File: src/rtl/decode_reg_file_pkg.sv
// decode_reg_file_pkg: shared processor constants for the decode register file.
// No ports; provides default data width, register count and select width.
package decode_reg_file_pkg;
    localparam int DEF_DATA_W   = 16;
    localparam int DEF_NUM_REGS = 4;
    localparam int SEL_W        = 2;
endpackage

File: src/rtl/decode_scoreboard.sv
// decode_scoreboard: pending-write scoreboard, issue hazard detection and sticky writeback error.
// Ports: clk, rst_n (async active-low); rd_en/rs1_sel/rs2_sel/dst_en/dst_sel/accept from decode;
// wb_en/wb_sel from writeback; kill_en/kill_sel drop a flushed destination;
// pending, hazard, wb_err outputs.
module decode_scoreboard
    import decode_reg_file_pkg::*;
#(
    parameter int NUM_REGS = DEF_NUM_REGS
) (
    input  logic                clk,
    input  logic                rst_n,
    input  logic [NUM_REGS-1:0] rd_en,
    input  logic [SEL_W-1:0]    rs1_sel,
    input  logic [SEL_W-1:0]    rs2_sel,
    input  logic                dst_en,
    input  logic [SEL_W-1:0]    dst_sel,
    input  logic                accept,
    input  logic                wb_en,
    input  logic [SEL_W-1:0]    wb_sel,
    input  logic                kill_en,
    input  logic [SEL_W-1:0]    kill_sel,
    output logic [NUM_REGS-1:0] pending,
    output logic                hazard,
    output logic                wb_err
);
    logic [NUM_REGS-1:0] wb_hot, pend_eff, pend_nxt;

    always_comb begin
        wb_hot          = '0;
        wb_hot[wb_sel]  = wb_en;
        // a write landing this cycle already resolves its hazard (bypassed into the operand)
        pend_eff        = pending & ~wb_hot;
        hazard          = (rd_en[rs1_sel] & pend_eff[rs1_sel]) |
                          (rd_en[rs2_sel] & pend_eff[rs2_sel]) |
                          (dst_en & pend_eff[dst_sel]);
        pend_nxt        = pend_eff;
        if (kill_en) pend_nxt[kill_sel] = 1'b0;
        // a new issue wins over a same-cycle writeback to the same register
        if (accept && dst_en) pend_nxt[dst_sel] = 1'b1;
    end

    always_ff @(posedge clk or negedge rst_n) begin
        if (!rst_n) begin
            pending <= '0;
            wb_err  <= 1'b0;
        end else begin
            pending <= pend_nxt;
            if (wb_en && !pending[wb_sel]) wb_err <= 1'b1;
        end
    end
endmodule

File: src/rtl/decode_reg_file.sv
// decode_reg_file: register file with decode-stage operand read, bypass and execute operand register.
// Ports: clk, rst_n (async active-low); rd_en, rs1_sel, rs2_sel, id_valid/id_ready, id_dst_en/id_dst_sel
// from decode; wb_en/wb_sel/wb_data writeback; flush; ex_valid/ex_ready, rs1_data, rs2_data,
// ex_dst_en/ex_dst_sel to execute; pending scoreboard and sticky wb_err.
module decode_reg_file
    import decode_reg_file_pkg::*;
#(
    parameter int DATA_W   = DEF_DATA_W,
    parameter int NUM_REGS = DEF_NUM_REGS
) (
    input  logic                clk,
    input  logic                rst_n,
    input  logic [NUM_REGS-1:0] rd_en,
    input  logic [SEL_W-1:0]    rs1_sel,
    input  logic [SEL_W-1:0]    rs2_sel,
    input  logic                id_valid,
    output logic                id_ready,
    input  logic                id_dst_en,
    input  logic [SEL_W-1:0]    id_dst_sel,
    input  logic                wb_en,
    input  logic [SEL_W-1:0]    wb_sel,
    input  logic [DATA_W-1:0]   wb_data,
    input  logic                flush,
    output logic                ex_valid,
    input  logic                ex_ready,
    output logic [DATA_W-1:0]   rs1_data,
    output logic [DATA_W-1:0]   rs2_data,
    output logic                ex_dst_en,
    output logic [SEL_W-1:0]    ex_dst_sel,
    output logic [NUM_REGS-1:0] pending,
    output logic                wb_err
);
    logic [DATA_W-1:0] regs [NUM_REGS];
    logic [DATA_W-1:0] op1, op2;
    logic              hazard, accept;

    decode_scoreboard #(.NUM_REGS(NUM_REGS)) u_sb (
        .clk      (clk),
        .rst_n    (rst_n),
        .rd_en    (rd_en),
        .rs1_sel  (rs1_sel),
        .rs2_sel  (rs2_sel),
        .dst_en   (id_dst_en),
        .dst_sel  (id_dst_sel),
        .accept   (accept),
        .wb_en    (wb_en),
        .wb_sel   (wb_sel),
        .kill_en  (flush & ex_valid & ex_dst_en),
        .kill_sel (ex_dst_sel),
        .pending  (pending),
        .hazard   (hazard),
        .wb_err   (wb_err)
    );

    assign id_ready = ~hazard & ~flush & (~ex_valid | ex_ready);
    assign accept   = id_valid & id_ready;
    // same-cycle writeback bypass takes priority; disabled reads return zero
    assign op1 = (wb_en && wb_sel == rs1_sel) ? wb_data : rd_en[rs1_sel] ? regs[rs1_sel] : '0;
    assign op2 = (wb_en && wb_sel == rs2_sel) ? wb_data : rd_en[rs2_sel] ? regs[rs2_sel] : '0;

    always_ff @(posedge clk or negedge rst_n) begin
        if (!rst_n) begin
            for (int i = 0; i < NUM_REGS; i++) regs[i] <= '0;
        end else if (wb_en) begin
            regs[wb_sel] <= wb_data;
        end
    end

    always_ff @(posedge clk or negedge rst_n) begin
        if (!rst_n) begin
            ex_valid   <= 1'b0;
            ex_dst_en  <= 1'b0;
            ex_dst_sel <= '0;
            rs1_data   <= '0;
            rs2_data   <= '0;
        end else if (flush) begin
            ex_valid <= 1'b0;
        end else if (accept) begin
            ex_valid   <= 1'b1;
            ex_dst_en  <= id_dst_en;
            ex_dst_sel <= id_dst_sel;
            rs1_data   <= op1;
            rs2_data   <= op2;
        end else if (ex_ready) begin
            ex_valid <= 1'b0;
        end
    end
endmodule

File: config.mk
export PLATFORM = sky130hd
export DESIGN_NAME = decode_reg_file
export DESIGN_NICKNAME = d
export VERILOG_FILES = /design/src/rtl/decode_reg_file_pkg.sv /design/src/rtl/decode_scoreboard.sv /design/src/rtl/decode_reg_file.sv
export SDC_FILE = /design/constraint.sdc
export NUM_CORES = 1
export LEC_CHECK = 0
export ABC_AREA = 1
export CORE_MARGIN = 1.5
export CORE_UTILIZATION = 57
export DETAILED_ROUTE_END_ITERATION = 6
export PLACE_DENSITY = 0.9
export SYNTH_ARGS = -nofsm -noshare
export SYNTH_HDL_FRONTEND = slang
export SYNTH_HIERARCHICAL = 1
export SYNTH_SLANG_ARGS = --single-unit
File: constraint.sdc
create_clock -name clk -period 2.25 [get_ports clk]
set_clock_uncertainty 0.15 [all_clocks]
set_input_delay 0.225 -clock clk [delete_from_list [all_inputs] [get_ports clk]]
set_output_delay 0.225 -clock clk [all_outputs]
set_load 0.005 [all_outputs]
==> flow_summary.json, run 1 <==
{
  "drc": 0,
  "grt_usage": 0.3048,
  "ys_top_cells_by_area": "dfrtp_1 (40%), nand2_1 (17%), inv_1 (9.5%)",
  "die_w_um": 110.0,
  "area_growth_pct": 21.15,
  "hold_ws_ns": 0.09681,
  "cp_max_fo": 22,
  "drv_slew": 0,
  "crit_start": "u_sb/pending[1]",
  "pin_count": 77,
  "cts_tree": "built",
  "crit_path_start_kind": "flop",
  "antenna_found_initial": 0,
  "ys_seq_area_frac": 0.4027,
  "drt-total-wl_mm": 18.07,
  "viasPerCell": 5.498,
  "final_cells": 1192,
  "yosysTopAreaCell": "dfrtp_1",
  "routedWlPerCell_um": 15.16,
  "drtIter0Drc": 679,
  "status": "finished, final reports clean",
  "tightest_slew_ns": 0.4588,
  "dpl_cell_area_sq_um": 7498,
  "leakage_uw": 0.004193,
  "final_area_sq_um": 7905,
  "ant_nets": 0,
  "htreeDepth": 3,
  "cpPeakStageDelay_ns": 0.45,
  "fp.coreArea_sq_um": 10980,
  "syn-instance-count": 963,
  "worst-path-buf-inv": 4,
  "die_h_um": 110.0,
  "cap_violations": 0,
  "root_buffer": "clkbuf_16",
  "via_count": 6554,
  "period_share": 0.9381,
  "numClockSinks": 105,
  "synth_area_sq_um": 6525,
  "antenna_cells": 0,
  "crit_path_cell_trace": "nand4_1 -> nand3_1 -> nand2_1 -> nand3_1 -> inv_1 -> nand3_2 -> buf_4 -> nor2_4 -> buf_4 -> or2_2 -> inv_1 -> nor2_1",
  "yosys.area_share.simple": 0.3969,
  "cts_buffers": 9,
  "synth_top_family_by_area": "simple AND/OR/NAND/NOR gates",
  "cp.arrival_ns": 2.24,
  "synth_nets": 998,
  "yosysUniqueCellTypes": 26,
  "worstPathRequired_ns": 2.38,
  "die-area_sq_um": 12100,
  "synth_xor_area_frac": 0,
  "grt_max_degree": 60,
  "path_clk_slew_ns": 0.08,
  "grt_pass1_wl_mm": 28.58,
  "slew_headroom": 0.6941,
  "start_util": 0.5941,
  "drive_above_1_share": 0.1388,
  "portBuffers": 76,
  "row_count": 38,
  "synth_fa_ha_area_frac": 0,
  "gp_congestion": 0.8966,
  "grt_pass1_vias": 6131,
  "yosysWarnings": 6,
  "power_density_nw_per_um2": 751.9,
  "synth_compound_area_frac": 0.05868,
  "place_inst": 1169,
  "endpoint_kind": "flop",
  "overflow": 0,
  "ys_ff_latch": 105,
  "min_period_ns": 2.111,
  "synthMuxAreaShare": 0,
  "cts_buffer_depth": 2,
  "nNetsFinal": 1082,
  "hold_viol": 0,
  "clk_latency_ns": 0.36,
  "critPathSlowestCell": "dfrtp_2",
  "drt-pass1-iter-count": 5,
  "dp_hpwl_mm": 12.09,
  "final_common_cell": "nand2_1",
  "hp-class": "in2async",
  "crit_family": "simple AND/OR/NAND/NOR gates",
  "crit_type": "reg2reg",
  "setup_violations": 0,
  "fmax_mhz": 473.8,
  "ir_worst_vdd_mv": 0.4990,
  "final.setup.tns_ns": 0,
  "timing.rr.start": "u_sb/pending[1]",
  "postSynthAreaPerCell_sq_um": 6.776,
  "synth_top_area_frac": 0.4027,
  "layout_common_cells": "nand2_1 (290), inv_1 (164), dfrtp_1 (101)"
}
[routing by layer]
layer	vias to the layer above	part of all wire	track usage
li1	3118	-	-
met1	2986	0.42	0.4179
met2	390	0.47	0.4738
met3	60	0.087	0.04762
met4	0	0.029	0.1456
met5	-	0	0
[registers in the layout, summed over array words and instances (netlist names)]
| register | count |
|---|---|
| rs2_data | 16 |
| rs1_data | 16 |
| ex_dst_en | 1 |
| u_sb/pending | 4 |
| u_sb/wb_err | 1 |
| ex_dst_sel | 2 |
| ex_valid | 1 |
| regs | 64 |
[cell type report]
cell class,instances,area [sq um]
tap,140,175.2
inverter,171,649.4
timing repair buffer,120,1141
clock buffer,9,225.2
sequential,105,2633
fill,822,3078
clock inverter,7,83.83
multi-input combinational,640,2998
[cells by family (layout without fill, tap and decap cells)]
logic type	Yosys count	after routing
AO/OA/AOI/OAI	74	74
flip-flops	105	105
buffers and inverters	218	307
AND/OR/NAND/NOR	566	566
[repair_timing]
action / CTS / global route
hold buffers: 1 / 0
setup buffers: 2 / 3
cloned: 0 / 1
endpoints found under the setup margin: 1 / 3
pin swaps: 2 / 2
hold endpoints to repair: 105 / 0
gates resized for setup: 11 / 10
[metrics by stage]
step	setup slack, ns	power [uW]	utilization
2_1_floorplan	0.4807	3485	-
3_3_place_gp	-0.1486	4171	0.6827
3_5_place_dp	-0.2948	4253	0.6827
4_1_cts	0.01099	5897	0.7143
5_1_grt	-0.002724	6295	0.7198
6_report	0.1394	5944	0.7198
[where the power goes]
group          leakage (uW)  switching (uW)  total (uW)  internal (uW)
clock              0.000154             760        1650            887
combinational       0.00276             968        1840            870
sequential          0.00128             210        2460           2250
[final timing paths]
kind | end | slack (ns) | depth (start not counted)
worst max register to register | rs1_data[12] | 0.14 | 12
worst min-delay path | regs[52] | 0.1 | 2
worst max-delay path | rs1_data[12] | 0.14 | 12
min in group clk | u_sb/pending[1] | 0.23 | 4
worst min register to register | u_sb/wb_err | 0.33 | 1
max in group asynchronous | u_sb/pending[1] | 1.15 | 3
[Yosys cell counts]
library cell,n
nand2_1,290
inv_1,165
dfrtp_1,105
nand3_1,88
nor2_1,75
o21ai_0,69
nand4_1,40
or2_2,32
buf_2,26
nor2_2,22
clkbuf_1,11
nand2_4,8
buf_4,7
nand2_2,5
o211ai_1,4
inv_4,3
buf_12,2
inv_2,2
nand3_4,2
and3_1,1
buf_6,1
clkinv_1,1
nand3_2,1
nand3b_1,1
nor2_4,1
o21bai_1,1
Note: power is estimated with default switching activity, not from simulation.
==> run 2, diff against run 1 <==
--- a/config.mk
+++ b/config.mk
@@ -7,9 +7,10 @@
 export LEC_CHECK = 0
 export ABC_AREA = 1
 export CORE_MARGIN = 1.5
-export CORE_UTILIZATION = 57
+export CORE_UTILIZATION = 58
+export CTS_BUF_LIST = sky130_fd_sc_hd__clkbuf_4
 export DETAILED_ROUTE_END_ITERATION = 6
-export PLACE_DENSITY = 0.9
+export PLACE_DENSITY = 0.91
 export SYNTH_ARGS = -nofsm -noshare
 export SYNTH_HDL_FRONTEND = slang
 export SYNTH_HIERARCHICAL = 1
==> flow_summary.json, run 2 (synthesized netlist as in run 1, its figures left out) <==
{
  "tightest_slew_ns": 0.4827,
  "cp_max_fo": 5,
  "crit_path_start_kind": "flop",
  "grt_pass1_vias": 5918,
  "path_depth": 8,
  "place_ws_ns": -0.3137,
  "worst-path-buf-inv": 3,
  "regMostFlops": "regs",
  "worstPathRequired_ns": 1.88,
  "grt_usage": 0.2996,
  "drt-total-wl_mm": 17.19,
  "largest_reg_flops": 64,
  "post-route-util": 0.7072,
  "drv_slew": 0,
  "endpoint_kind": "primary output",
  "area_growth_pct": 18.01,
  "cts_tree": "built",
  "clockPowerShare": 0.176,
  "antenna_found_initial": 1,
  "p_sw_frac": 0.3516,
  "crit_path_end": "id_ready",
  "cap_violations": 0,
  "cts_buffer_depth": 2,
  "critPathSlowestCell": "dfrtp_2",
  "drt-pass1-iter-count": 6,
  "pin_count": 77,
  "setup_violations": 0,
  "nNetsFinal": 1077,
  "ant_nets": 0,
  "crit_start": "u_sb/pending[3]",
  "dp_hpwl_mm": 11.99,
  "clk_latency_ns": 0.48,
  "die_w_um": 109.1,
  "path_clk_slew_ns": 0.17,
  "pwr-share-comb": 0.351,
  "reg2reg_depth": 13,
  "row_count": 38,
  "drtIter0Drc": 741,
  "ir_worst_vdd_mv": 0.3911,
  "cts_buffers": 9,
  "gp_congestion": 0.9300,
  "hold_viol": 0,
  "slew_headroom": 0.6782,
  "start_util": 0.5993,
  "finalPower_uw": 5178,
  "final_common_cell": "nand2_1",
  "layout_common_cells": "nand2_1 (290), inv_1 (164), dfrtp_1 (101)",
  "final.setup.worst_slack_ns": 0.1270,
  "leakage_uw": 0.004078,
  "fp.coreArea_sq_um": 10890,
  "die_h_um": 109.1,
  "status": "finished, final reports clean",
  "r2r-end": "u_sb/pending[0]",
  "seqPwrFrac": 0.473,
  "min_period_ns": 2.123,
  "crit_path_cell_trace": "nand4_1 -> nand3_1 -> nand2_1 -> nand3_2 -> inv_2 -> nand3_2 -> inv_1 -> dlygate4sd2_1",
  "die-area_sq_um": 11900,
  "overflow": 0,
  "fmax_mhz": 471.0,
  "ff2ff_setup_slack_ns": 0.17,
  "drc": 0,
  "cpPeakStageDelay_ns": 0.49,
  "routedWlPerCell_um": 14.47,
  "power_density_nw_per_um2": 672.5,
  "cpMostUsedCell": "nand3_2",
  "viasPerCell": 5.393,
  "reg_top3": "regs x64, rs1_data x16, rs2_data x16",
  "fillers": 824,
  "rsz0062_at_grt": "no",
  "intPower_uw": 3358,
  "via_count": 6407,
  "hold_ws_ns": 0.07873,
  "drive_above_1_share": 0.1337,
  "numClockSinks": 105,
  "crit_type": "reg2out",
  "root_buffer": "clkbuf_4",
  "cp.arrival_ns": 1.75,
  "crit_family": "flip-flops",
  "portBuffers": 76,
  "timing.rr.start": "u_sb/pending[3]",
  "hp-class": "in2async",
  "period_share": 0.9435,
  "power.switching_uw": 1821,
  "htreeDepth": 3,
  "grt_max_degree": 51,
  "grt_pass1_wl_mm": 27.86
}
-- run 2: cell count changes in the layout (fill, tap and decap cells not counted), moves of 3 or more --
cell,previous run,this run
buf_4,40,33
buf_12,3,6
clkbuf_4,0,9
clkbuf_16,10,0
-- run 2: worst min path at each step --
stage | start | end | slack, ns | cells after the start
floorplan | rst_n | ex_dst_en | -0.22 | 0
global placement | rst_n | regs[47] | 0.07 | 1
detailed placement | rst_n | regs[47] | 0.07 | 1
CTS | rst_n | regs[0] | 0.1 | 2
global route | rst_n | regs[34] | 0.11 | 2
finish | rst_n | regs[48] | 0.08 | 2
-- run 2: cell type report --
cell class,count,area (sq um),area share
multi-input cells,640,2995,0.3890
flip-flops and latches,105,2633,0.3419
repair buffers,115,1124,0.1459
inverters,171,649.4,0.08434
well taps,140,175.2,0.02275
clock buffers,9,67.56,0.008775
clock inverters,7,53.80,0.006987
diodes,1,2.502,0.0003250
-- run 2: power by group through the flow --
| stage | clock (uW) | combinational (uW) | sequential (uW) |
|---|---|---|---|
| global route | 988 | 2050 | 2490 |
| floorplan | 0 | 1030 | 2460 |
| finish | 910 | 1820 | 2450 |
| CTS | 909 | 1810 | 2440 |
| global placement | 0 | 1720 | 2460 |
| detailed placement | 0 | 1790 | 2480 |
-- run 2: metal layers --
metal,track usage,share of wire,vias up
met5,0,0,-
met4,0.1429,0.028,0
met3,0.05738,0.094,56
met2,0.4527,0.45,356
met1,0.4138,0.43,2888
li1,-,-,3107
-- run 2: metrics by stage --
stage	cell area, sq um	instances	setup TNS (ns)
finish	7700	1188	0
global route	7700	1188	0
CTS	7697	1187	0
detailed placement	7521	1167	-8.615
global placement	7521	1167	-3.942
floorplan	6525	963	0
-- run 2: timing repair --
action | 4_1_cts | 5_1_grt
resized for setup | 14 | 0
hold buffers | 1 | 0
endpoints found under the hold margin | 84 | 0
setup endpoints to repair | 1 | 0
buffers inserted | 3 | 0
==> run 3, diff against run 2 <==
--- a/config.mk
+++ b/config.mk
@@ -10,6 +10,7 @@
 export CORE_UTILIZATION = 58
 export CTS_BUF_LIST = sky130_fd_sc_hd__clkbuf_4
 export DETAILED_ROUTE_END_ITERATION = 6
+export GPL_ROUTABILITY_DRIVEN = 0
 export PLACE_DENSITY = 0.91
 export SYNTH_ARGS = -nofsm -noshare
 export SYNTH_HDL_FRONTEND = slang
==> results of run 3 <==
No change in the layout: final DEF, timing and power equal those of run 2.
